## config.mk

```make
export PLATFORM = sky130hd
export DESIGN_NAME = mem_access_unit
export DESIGN_NICKNAME = d
export VERILOG_FILES = /design/src/rtl/mem_pkg.sv /design/src/rtl/mem_lane_align.sv /design/src/rtl/mem_access_unit.sv
export SDC_FILE = /design/constraint.sdc
export NUM_CORES = 1
export LEC_CHECK = 0
export BUFFER_PORTS_ARGS = -buffer_cell sky130_fd_sc_hd__buf_2
export CORE_UTILIZATION = 42
export CTS_CLUSTER_DIAMETER = 50
export DETAILED_ROUTE_END_ITERATION = 8
export GPL_ROUTABILITY_DRIVEN = 0
export PLACE_DENSITY = 0.71
export SYNTH_ARGS = -nofsm -noshare
export SYNTH_HDL_FRONTEND = slang
export SYNTH_SLANG_ARGS = --single-unit
```

## constraint.sdc

```tcl
create_clock -name clk -period 4.7 [get_ports clk]
set_clock_uncertainty 0.15 [all_clocks]
set_input_delay 0.94 -clock clk [delete_from_list [all_inputs] [get_ports clk]]
set_output_delay 0.94 -clock clk [all_outputs]
set_load 0.005 [all_outputs]
```

## src/rtl/mem_pkg.sv

```systemverilog
// Shared definitions for the load/store front end.
//   - SZ_B/SZ_H/SZ_W : request size codes (2'b11 is an illegal size)
//   - state_e        : access sequencer states
//   - misaligned()   : alignment check for a size code and byte lane
package mem_pkg;

  localparam logic [1:0] SZ_B = 2'b00;
  localparam logic [1:0] SZ_H = 2'b01;
  localparam logic [1:0] SZ_W = 2'b10;

  typedef enum logic [2:0] {
    IDLE    = 3'd0,
    RD_ADDR = 3'd1,
    RD_DATA = 3'd2,
    WR      = 3'd3,
    DONE    = 3'd4
  } state_e;

  // Bytes never misalign; halves need an even address; words need addr[1:0]=0.
  function automatic logic misaligned(input logic [1:0] size, input logic [1:0] lane);
    case (size)
      SZ_H:    misaligned = lane[0];
      SZ_W:    misaligned = |lane;
      default: misaligned = 1'b0;
    endcase
  endfunction

endpackage

```

## src/rtl/mem_lane_align.sv

```systemverilog
// Combinational little-endian lane steering.
//   word_i  : current RAM word
//   wdata_i : right-justified store data
//   lane_i  : byte lane (address bits [1:0])
//   size_i  : SZ_B / SZ_H / SZ_W
//   uns_i   : zero-extend loads when 1
//   load_o  : lane-aligned, extended load value
//   merge_o : word_i with only the addressed byte(s) replaced by wdata_i
module mem_lane_align
  import mem_pkg::*;
(
  input  logic [31:0] word_i,
  input  logic [31:0] wdata_i,
  input  logic [1:0]  lane_i,
  input  logic [1:0]  size_i,
  input  logic        uns_i,
  output logic [31:0] load_o,
  output logic [31:0] merge_o
);

  function automatic logic [31:0] extract(input logic [31:0] word, input logic [1:0] lane,
                                          input logic [1:0] size, input logic uns);
    logic [31:0] sh;
    sh = word >> {lane, 3'b000};
    case (size)
      SZ_B:    extract = {{24{~uns & sh[7]}}, sh[7:0]};
      SZ_H:    extract = {{16{~uns & sh[15]}}, sh[15:0]};
      default: extract = word;
    endcase
  endfunction

  function automatic logic [31:0] merge(input logic [31:0] word, input logic [31:0] wdata,
                                        input logic [1:0] lane, input logic [1:0] size);
    logic [31:0] mask;
    logic [31:0] data;
    case (size)
      SZ_B:    mask = 32'h0000_00FF;
      SZ_H:    mask = 32'h0000_FFFF;
      default: mask = 32'hFFFF_FFFF;
    endcase
    mask  = mask << {lane, 3'b000};
    data  = wdata << {lane, 3'b000};
    merge = (word & ~mask) | (data & mask);
  endfunction

  assign load_o  = extract(word_i, lane_i, size_i, uns_i);
  assign merge_o = merge(word_i, wdata_i, lane_i, size_i);

endmodule

```

## src/rtl/mem_access_unit.sv

```systemverilog
// Load/store front end for a synchronous word-wide RAM.
// Turns byte-addressed LB/LH/LW/LBU/LHU/SB/SH/SW requests into RAM word
// accesses; sub-word stores run a read-modify-write. All outputs registered.
// Ports:
//   clk, rst                 clock, asynchronous active-high reset
//   req_valid/req_ready      request handshake; a request is accepted on a clk
//                            edge where both are high. req_ready is high only in
//                            IDLE, so exactly one request is in flight. All
//                            request fields are latched at accept.
//   req_we/size/unsigned     store flag, size code, load zero-extend
//   req_addr/req_wdata       byte address, right-justified store data
//   resp_valid/err/rdata     one-cycle completion pulse (no back-pressure)
//   ram_r_wn/address/data_in RAM control (RAM writes on every edge r_wn=0)
//   ram_data_out             RAM read data, valid the cycle after the address
//   dbg_state_o              current sequencer state (state_e encoding)
module mem_access_unit
  import mem_pkg::*;
#(
  parameter int ADDR_W = 12,
  parameter int DATA_W = 32
) (
  input  logic              clk,
  input  logic              rst,
  input  logic              req_valid,
  output logic              req_ready,
  input  logic              req_we,
  input  logic [1:0]        req_size,
  input  logic              req_unsigned,
  input  logic [31:0]       req_addr,
  input  logic [DATA_W-1:0] req_wdata,
  output logic              resp_valid,
  output logic              resp_err,
  output logic [DATA_W-1:0] resp_rdata,
  output logic              ram_r_wn,
  output logic [ADDR_W-1:0] ram_address,
  output logic [DATA_W-1:0] ram_data_in,
  input  logic [DATA_W-1:0] ram_data_out,
  output logic [2:0]        dbg_state_o
);

  state_e              state_q, state_d;
  logic                rmw_q, rmw_d;
  logic [1:0]          size_q, size_d;
  logic [1:0]          lane_q, lane_d;
  logic                uns_q, uns_d;
  logic [DATA_W-1:0]   wdata_q, wdata_d;
  logic                ready_q, ready_d;
  logic                resp_valid_q, resp_valid_d;
  logic                resp_err_q, resp_err_d;
  logic [DATA_W-1:0]   resp_rdata_q, resp_rdata_d;
  logic                r_wn_q, r_wn_d;
  logic [ADDR_W-1:0]   addr_q, addr_d;
  logic [DATA_W-1:0]   din_q, din_d;

  logic [DATA_W-1:0]   load_val;
  logic [DATA_W-1:0]   merge_val;
  logic                req_bad;

  // Illegal size, misaligned lane, or address bits beyond the RAM.
  assign req_bad = (req_size == 2'b11) || misaligned(req_size, req_addr[1:0]) ||
                   (|req_addr[31:ADDR_W+2]);

  mem_lane_align u_align (
    .word_i  (ram_data_out),
    .wdata_i (wdata_q),
    .lane_i  (lane_q),
    .size_i  (size_q),
    .uns_i   (uns_q),
    .load_o  (load_val),
    .merge_o (merge_val)
  );

  always_comb begin
    state_d      = state_q;
    rmw_d        = rmw_q;
    size_d       = size_q;
    lane_d       = lane_q;
    uns_d        = uns_q;
    wdata_d      = wdata_q;
    ready_d      = 1'b0;
    resp_valid_d = 1'b0;
    resp_err_d   = 1'b0;
    resp_rdata_d = '0;
    r_wn_d       = 1'b1;
    addr_d       = addr_q;   // bus holds its last value outside accesses
    din_d        = din_q;
    case (state_q)
      IDLE: begin
        ready_d = 1'b1;
        if (req_valid && ready_q) begin
          ready_d = 1'b0;
          size_d  = req_size;
          lane_d  = req_addr[1:0];
          uns_d   = req_unsigned;
          wdata_d = req_wdata;
          rmw_d   = req_we;  // only consulted on the read path (SB/SH)
          if (req_bad) begin
            state_d      = DONE;
            resp_valid_d = 1'b1;
            resp_err_d   = 1'b1;
          end else begin
            addr_d = req_addr[ADDR_W+1:2];
            if (req_we && req_size == SZ_W) begin
              state_d = WR;
              r_wn_d  = 1'b0;
              din_d   = req_wdata;
            end else begin
              state_d = RD_ADDR;
            end
          end
        end
      end
      RD_ADDR: state_d = RD_DATA;  // RAM samples the address on this edge
      RD_DATA: begin
        if (rmw_q) begin
          state_d = WR;
          r_wn_d  = 1'b0;
          din_d   = merge_val;
        end else begin
          state_d      = DONE;
          resp_valid_d = 1'b1;
          resp_rdata_d = load_val;
        end
      end
      WR: begin
        state_d      = DONE;
        resp_valid_d = 1'b1;
      end
      DONE: begin
        state_d = IDLE;
        ready_d = 1'b1;
      end
      default: begin
        state_d = IDLE;
        ready_d = 1'b1;
      end
    endcase
  end

  always_ff @(posedge clk or posedge rst) begin
    if (rst) begin
      state_q      <= IDLE;
      rmw_q        <= 1'b0;
      size_q       <= SZ_W;
      lane_q       <= 2'b00;
      uns_q        <= 1'b0;
      wdata_q      <= '0;
      ready_q      <= 1'b1;
      resp_valid_q <= 1'b0;
      resp_err_q   <= 1'b0;
      resp_rdata_q <= '0;
      r_wn_q       <= 1'b1;
      addr_q       <= '0;
      din_q        <= '0;
    end else begin
      state_q      <= state_d;
      rmw_q        <= rmw_d;
      size_q       <= size_d;
      lane_q       <= lane_d;
      uns_q        <= uns_d;
      wdata_q      <= wdata_d;
      ready_q      <= ready_d;
      resp_valid_q <= resp_valid_d;
      resp_err_q   <= resp_err_d;
      resp_rdata_q <= resp_rdata_d;
      r_wn_q       <= r_wn_d;
      addr_q       <= addr_d;
      din_q        <= din_d;
    end
  end

  assign req_ready   = ready_q;
  assign resp_valid  = resp_valid_q;
  assign resp_err    = resp_err_q;
  assign resp_rdata  = resp_rdata_q;
  assign ram_r_wn    = r_wn_q;
  assign ram_address = addr_q;
  assign ram_data_in = din_q;
  assign dbg_state_o = state_q;

endmodule

```

==> results of run 1 <==
[power groups by stage]
stage,logic (mW),registers (mW),clock network (mW)
after floorplan,0.533,1.18,0
after global placement,0.640,1.25,0
after detailed placement,0.657,1.26,0
after CTS,0.662,1.24,1.34
after global routing,0.725,1.26,1.39
final,0.667,1.25,1.32
[state kept, by name (all words and copies together) (netlist names)]
| signal | cells |
|---|---|
| resp_rdata | 32 |
| resp_err | 1 |
| uns_q | 1 |
| dbg_state_o | 3 |
| lane_q | 2 |
| size_q | 2 |
| ram_data_in | 32 |
| ram_r_wn | 1 |
| ram_address | 12 |
| req_ready | 1 |
| rmw_q | 1 |
| resp_valid | 1 |
| wdata_q | 32 |
[through the flow]
step	power (mW)	hold WS (ns)	cells	setup slack (ns)	area, um2
final	3.232	0.3408	914	1.589	7764
after global routing	3.370	0.3612	914	1.363	7764
after detailed placement	1.918	0.3262	883	1.205	7167
after global placement	1.893	0.3252	883	1.338	7167
after floorplan	1.717	0.3260	554	0.4008	6161
after CTS	3.241	0.3424	913	1.591	7761
[Yosys cell counts, types with 8 or more instances]
library cell and number:
a21oi_1 19, a22oi_1 8, a31oi_1 9, buf_2 14, clkbuf_1 21, dfrtp_1 118, inv_1 8, mux2_2 89
mux2i_1 34, nand2_1 54, nor2_1 21, nor2b_1 19, nor3_1 19, o21ai_0 34, o22ai_1 9
[kinds of logic after synthesis]
| family | synth area share [%] |
|---|---|
| muxes | 23.25 |
| DFF | 49.21 |
| and+or+nand+nor | 11.31 |
| AOI/OAI and AO/OA | 11.68 |
| adders and majority gates | 0.6093 |
| buffers and inverters | 3.940 |
[per-layer routing]
| layer | share of wire (%) | vias to the layer above | wire length, um |
|---|---|---|---|
| met5 | 0 | - | 0 |
| met4 | 3.4 | 0 | 579 |
| met3 | 6.5 | 39 | 1113 |
| met2 | 46 | 200 | 7963 |
| met1 | 44 | 2454 | 7534 |
| li1 | - | 2330 | - |
[cell type report]
cell class	instances	share of cell area (%)
diodes	1	0.03223
inverters	8	0.4190
repair buffers	192	12.60
clock buffers	22	6.108
well taps	180	2.901
clock inverters	8	1.547
flip-flops and latches	121	39.05
multi-input cells	382	37.34
[worst max path at each step]
stage / startpoint / endpoint / slack (ns) / depth (start not counted)
2_1_floorplan: rst / dbg_state_o[0]$_DFFE_PP0P_ / 0.40 / 1
3_3_place_gp: req_size[0] / ram_data_in[13]$_DFFE_PP0P_ / 1.34 / 7
3_5_place_dp: req_size[0] / ram_data_in[1]$_DFFE_PP0P_ / 1.20 / 7
4_1_cts: dbg_state_o[1]$_DFFE_PP0P_ / ram_data_in[1]$_DFFE_PP0P_ / 1.59 / 5
5_1_grt: lane_q[0]$_DFFE_PP0P_ / resp_rdata[24]$_DFF_PP0_ / 1.36 / 6
6_report: lane_q[0]$_DFFE_PP0P_ / resp_rdata[20]$_DFF_PP0_ / 1.59 / 6
==> summary.md, run 1 <==
| Metric | Value |
|---|---|
| Routed WL per cell | `18.81 um` |
| Worst Setup End Kind | `flip-flop` |
| R2R cell count | `6` |
| Period utilization | `66.18%` |
| Vias in the first global route | `4788` |
| Multi-input logic area | `2899 um2` |
| WS Path Type | `reg2reg` |
| Final Max Slew Viols | `0` |
| Commonest non-fill, non-tap cell in the layout | `buf_2` |
| Final setup viols | `0` |
| Final core utilization | `55.08%` |
| Internal Power | `2.304 mW` |
| Number of synthesized flops with an enable pin | `0` |
| Synthesized area | `6161 um2` |
| Vias per cell | `5.496` |
| Final hold vios | `0` |
| Max-cap violations | `0` |
| Yosys cell types | `47` |
| CTS clk-pin slew, worst paths | `0.06 ns` |
| Tightest Hold Check Type | `reg2reg` |
| Synth async-reset ratio | `100.0%` |
| Comb pwr share | `20.7%` |
| Final ANT Viol Nets | `0` |
| Final worst path period need | `3.111 ns` |
| WL final | `17.19 mm` |
| Cells along the critical path | `buf_4 -> inv_1 -> mux2_2 -> mux2i_1 -> a21oi_1 -> nor3_1` |
| Clock Path Buffers | `2` |
| Register area share after synthesis | `49.21%` |
| Residual DRC count | `0` |
| Number of synthesis warnings | `0` |
| CP Max Fanout | `32` |
| Sw Share | `28.71%` |
| Mapped Cells | `554` |
| Starting Density | `43.71%` |
| Most used routing layer | `met2` |
| H-tree levels | `4` |
| Die ar. | `15160 um2` |
| Rows | `43` |
| Worst skew pair latency | `0.41 ns` |
| Boundary pin count | `186` |
| Peak supply drop | `0.0002818 V` |
| Yosys reg bits | `121` |
| GRT Total Usage | `23.41%` |
| Top cells by area, synth | `dfrtp_1 (48%), mux2_2 (16%), mux2i_1 (5.5%)` |
| Grt total ovfl | `0` |
| Arr. time, crit path | `3.19 ns` |
| Antenna violations before repair | `1` |
| Psw | `0.9279 mW` |
| Synth top area share | `47.93%` |
| Mapped Avg Cell Area | `11.12 um2` |
| CTS root buf | `clkbuf_16` |
| Post-CTS Resized | `0` |
| Met1 layer usage reported by global route | `32.01%` |
| R2R setup slack | `1.59 ns` |
| Unrepaired setup endpoints after global routing | `false` |
| CTS tree | `yes` |
| Sequential power share | `38.6%` |
| CTS buffer count | `17` |
| Synth Net Count | `660` |
| RR Startpoint | `lane_q[0]$_DFFE_PP0P_` |
| Hold Path Depth | `1` |
| Hold Crit Start | `ram_data_in[27]$_DFFE_PP0P_` |
| DR pass1 iterations | `5` |
| Detailed placer's ending HPWL | `12.77 mm` |
| Met3 usage in global routing | `4.566%` |
| GR Util met2 | `35.43%` |
| Fmax | `0.3215 GHz` |
| Port-buffer cells | `185` |
| Die W | `123.1 um` |
| Number of hold buffers added after CTS | `0` |
| WP buf/inv | `2` |
| CP Data Required Time | `4.78 ns` |
| Setup TNS | `0 ns` |
| Iter 0 DRT Violations | `402` |
| # fillers | `1266` |
| Predominant post-synthesis flop cell | `dfrtp_1` |
| Total power divided by cell area | `416.3 nW/um2` |
| Clk pwr share | `40.7%` |
| Largest net degree at the start of global routing | `76` |
| Worst slew pin tran | `1.168 ns` |
| Global-route wire length before repair | `26.28 mm` |
| Area Growth Syn to Fin | `26.02%` |
| Seq. cell area | `3032 um2` |
| Worst slew margin | `22.16%` |
| Crit-path slowest cell | `a21oi_1` |
| Run status | `finished clean` |
| Nets | `828` |
| Max stage delay on crit path | `0.93 ns` |
| Layout cells sized above 1 | `45.16%` |
| R2R Path End | `resp_rdata[20]$_DFF_PP0_` |
| Core Area | `14100 um2` |
| Area leader, netlist | `dfrtp_1` |
| Most frequent cells in the layout | `buf_2 (185), dfrtp_1 (118), mux2_2 (89)` |
| Critical path startpoint category | `flip-flop` |
| Leak Pwr | `4.007 nW` |
| Worst Hold Path EP | `ram_data_in[27]$_DFFE_PP0P_` |
| Die height | `123.1 um` |
| Via count of the routed design | `5023` |
| CTS sink cnt | `121` |
| Postcts setup bufs | `0` |
| Cell family with most CP delay | `compound AO/OA/AOI/OAI gates` |
(Power assumes the default switching activity.)
==> inputs of run 2 (changes only) <==
clock period = 3 ns   (was 4.7 ns; I/O delays follow)
==> run 2 against run 1 <==
Against the previous run: clock power up 61%; sequential share of layout area shrank 0.66 points; critical endpoint is now ram_data_in[23]$_DFFE_PP0P_; first-iteration DRC count down 16%.
==> summary.md, run 2 (synthesized netlist as in run 1, its figures left out) <==
| Metric | Value |
|---|---|
| Vias per cell | `5.412` |
| Peak supply drop | `0.0004394 V` |
| Final core utilization | `56.02%` |
| Worst slew pin tran | `0.7300 ns` |
| Layout cells sized above 1 | `45.90%` |
| RR Startpoint | `lane_q[1]$_DFFE_PP0P_` |
| CTS tree | `yes` |
| Max-cap violations | `0` |
| Placed Cells | `891` |
| CTS buffer count | `17` |
| Post-CTS Resized | `0` |
| Starting Density | `43.71%` |
| Routed WL per cell | `18.50 um` |
| Fmax | `0.3926 GHz` |
| Most frequent cells in the layout | `buf_2 (185), dfrtp_1 (118), mux2_2 (89)` |
| DR pass1 iterations | `5` |
| Cell family with most CP delay | `flip-flops` |
| Tightest Hold Check Type | `in2async` |
| Crit path from | `lane_q[1]$_DFFE_PP0P_` |
| Final hold vios | `0` |
| Nets | `836` |
| Non-Filler Instances | `924` |
| Via count of the routed design | `5001` |
| Port-buffer cells | `185` |
| Die ar. | `15160 um2` |
| WP buf/inv | `1` |
| Iter 0 DRT Violations | `337` |
| GRT Total Usage | `23.41%` |
| Leak Pwr | `4.078 nW` |
| Total power divided by cell area | `652.7 nW/um2` |
| Area Growth Syn to Fin | `28.17%` |
| Postcts setup bufs | `0` |
| WL final | `17.10 mm` |
| Setup TNS | `0 ns` |
| Boundary pin count | `186` |
| Most used cell, CP | `mux2_2` |
| Run status | `finished clean` |
| Vias in the first global route | `4812` |
| CTS sink cnt | `121` |
| Grt total ovfl | `0` |
| Unrepaired setup endpoints after global routing | `false` |
| Worst slew margin | `51.33%` |
| Worst skew pair latency | `0.42 ns` |
| Number of hold buffers added after CTS | `0` |
| Final Max Slew Viols | `0` |
| Clock Path Buffers | `2` |
| Final setup viols | `0` |
| Period utilization | `84.90%` |
| Die height | `123.1 um` |
| Crit-path slowest cell | `dfrtp_1` |
| Commonest non-fill, non-tap cell in the layout | `buf_2` |
| CP Max Fanout | `16` |
| Core Area | `14100 um2` |
| Critical path startpoint category | `flip-flop` |
| Detailed placer's ending HPWL | `12.95 mm` |
| Largest net degree at the start of global routing | `47` |
| Max stage delay on crit path | `0.81 ns` |
| Power Total | `5.154 mW` |
| Die W | `123.1 um` |
| Final worst path period need | `2.547 ns` |
| Cells along the critical path | `buf_4 -> mux2_2 -> o22a_1 -> o22ai_1 -> o21ai_0 -> mux2_2` |
| Fin Hold WS | `0.08057 ns` |
| Residual DRC count | `0` |
| WS Path Type | `reg2reg` |
| Rows | `43` |
| H-tree levels | `4` |
| Worst Setup End Kind | `flip-flop` |
| R2R setup slack | `0.45 ns` |
| CTS root buf | `clkbuf_16` |
| CTS clk-pin slew, worst paths | `0.06 ns` |
| Final ANT Viol Nets | `0` |
| Antenna violations before repair | `0` |
| Global-route wire length before repair | `26.13 mm` |
| Arr. time, crit path | `2.70 ns` |
| CP Data Required Time | `3.16 ns` |
## run 2: worst paths after layout
path	to	cells after the start
max in group asynchronous	ram_r_wn$_DFF_PP1_	3
hold reg to reg	ram_data_in[2]$_DFFE_PP0P_	1
setup / recovery	ram_data_in[23]$_DFFE_PP0P_	6
hold / removal	resp_rdata[26]$_DFF_PP0_	2
min in group clk	ram_address[7]$_DFFE_PP0P_	2
setup reg to reg	ram_data_in[23]$_DFFE_PP0P_	6
## run 2: area by class of cell
| class | count | area (um2) |
|---|---|---|
| fill | 1238 | 6200 |
| tap | 180 | 225.2 |
| clock buffer | 25 | 515.5 |
| multi-input combinational | 382 | 2899 |
| timing repair buffer | 200 | 1076 |
| inverter | 8 | 33.78 |
| clock inverter | 7 | 112.6 |
| antenna | 1 | 2.502 |
| sequential | 121 | 3032 |
## run 2: layer usage
metal / track usage [%] / wire (um) / share of wire [%]
met1: 31.86 / 7603 / 44
met3: 5.535 / 1010 / 5.9
met5: 0 / 0 / 0
met4: 8.886 / 296 / 1.7
met2: 36.20 / 8187 / 48
## run 2: power breakdown
part	switching, mW	internal, mW	total (mW)
Clock	0.698	1.43	2.13
Combinational	0.582	0.516	1.10
Sequential	0.165	1.76	1.92
Total	1.45	3.71	5.15
## run 2: through the flow
step | instance area (um2) | worst slack (ns)
floorplan | 6165 | 0.6743
global placement | 7266 | 0.3091
detailed placement | 7266 | 0.1681
CTS | 7894 | 0.4631
global route | 7894 | 0.3507
finish | 7896 | 0.4530
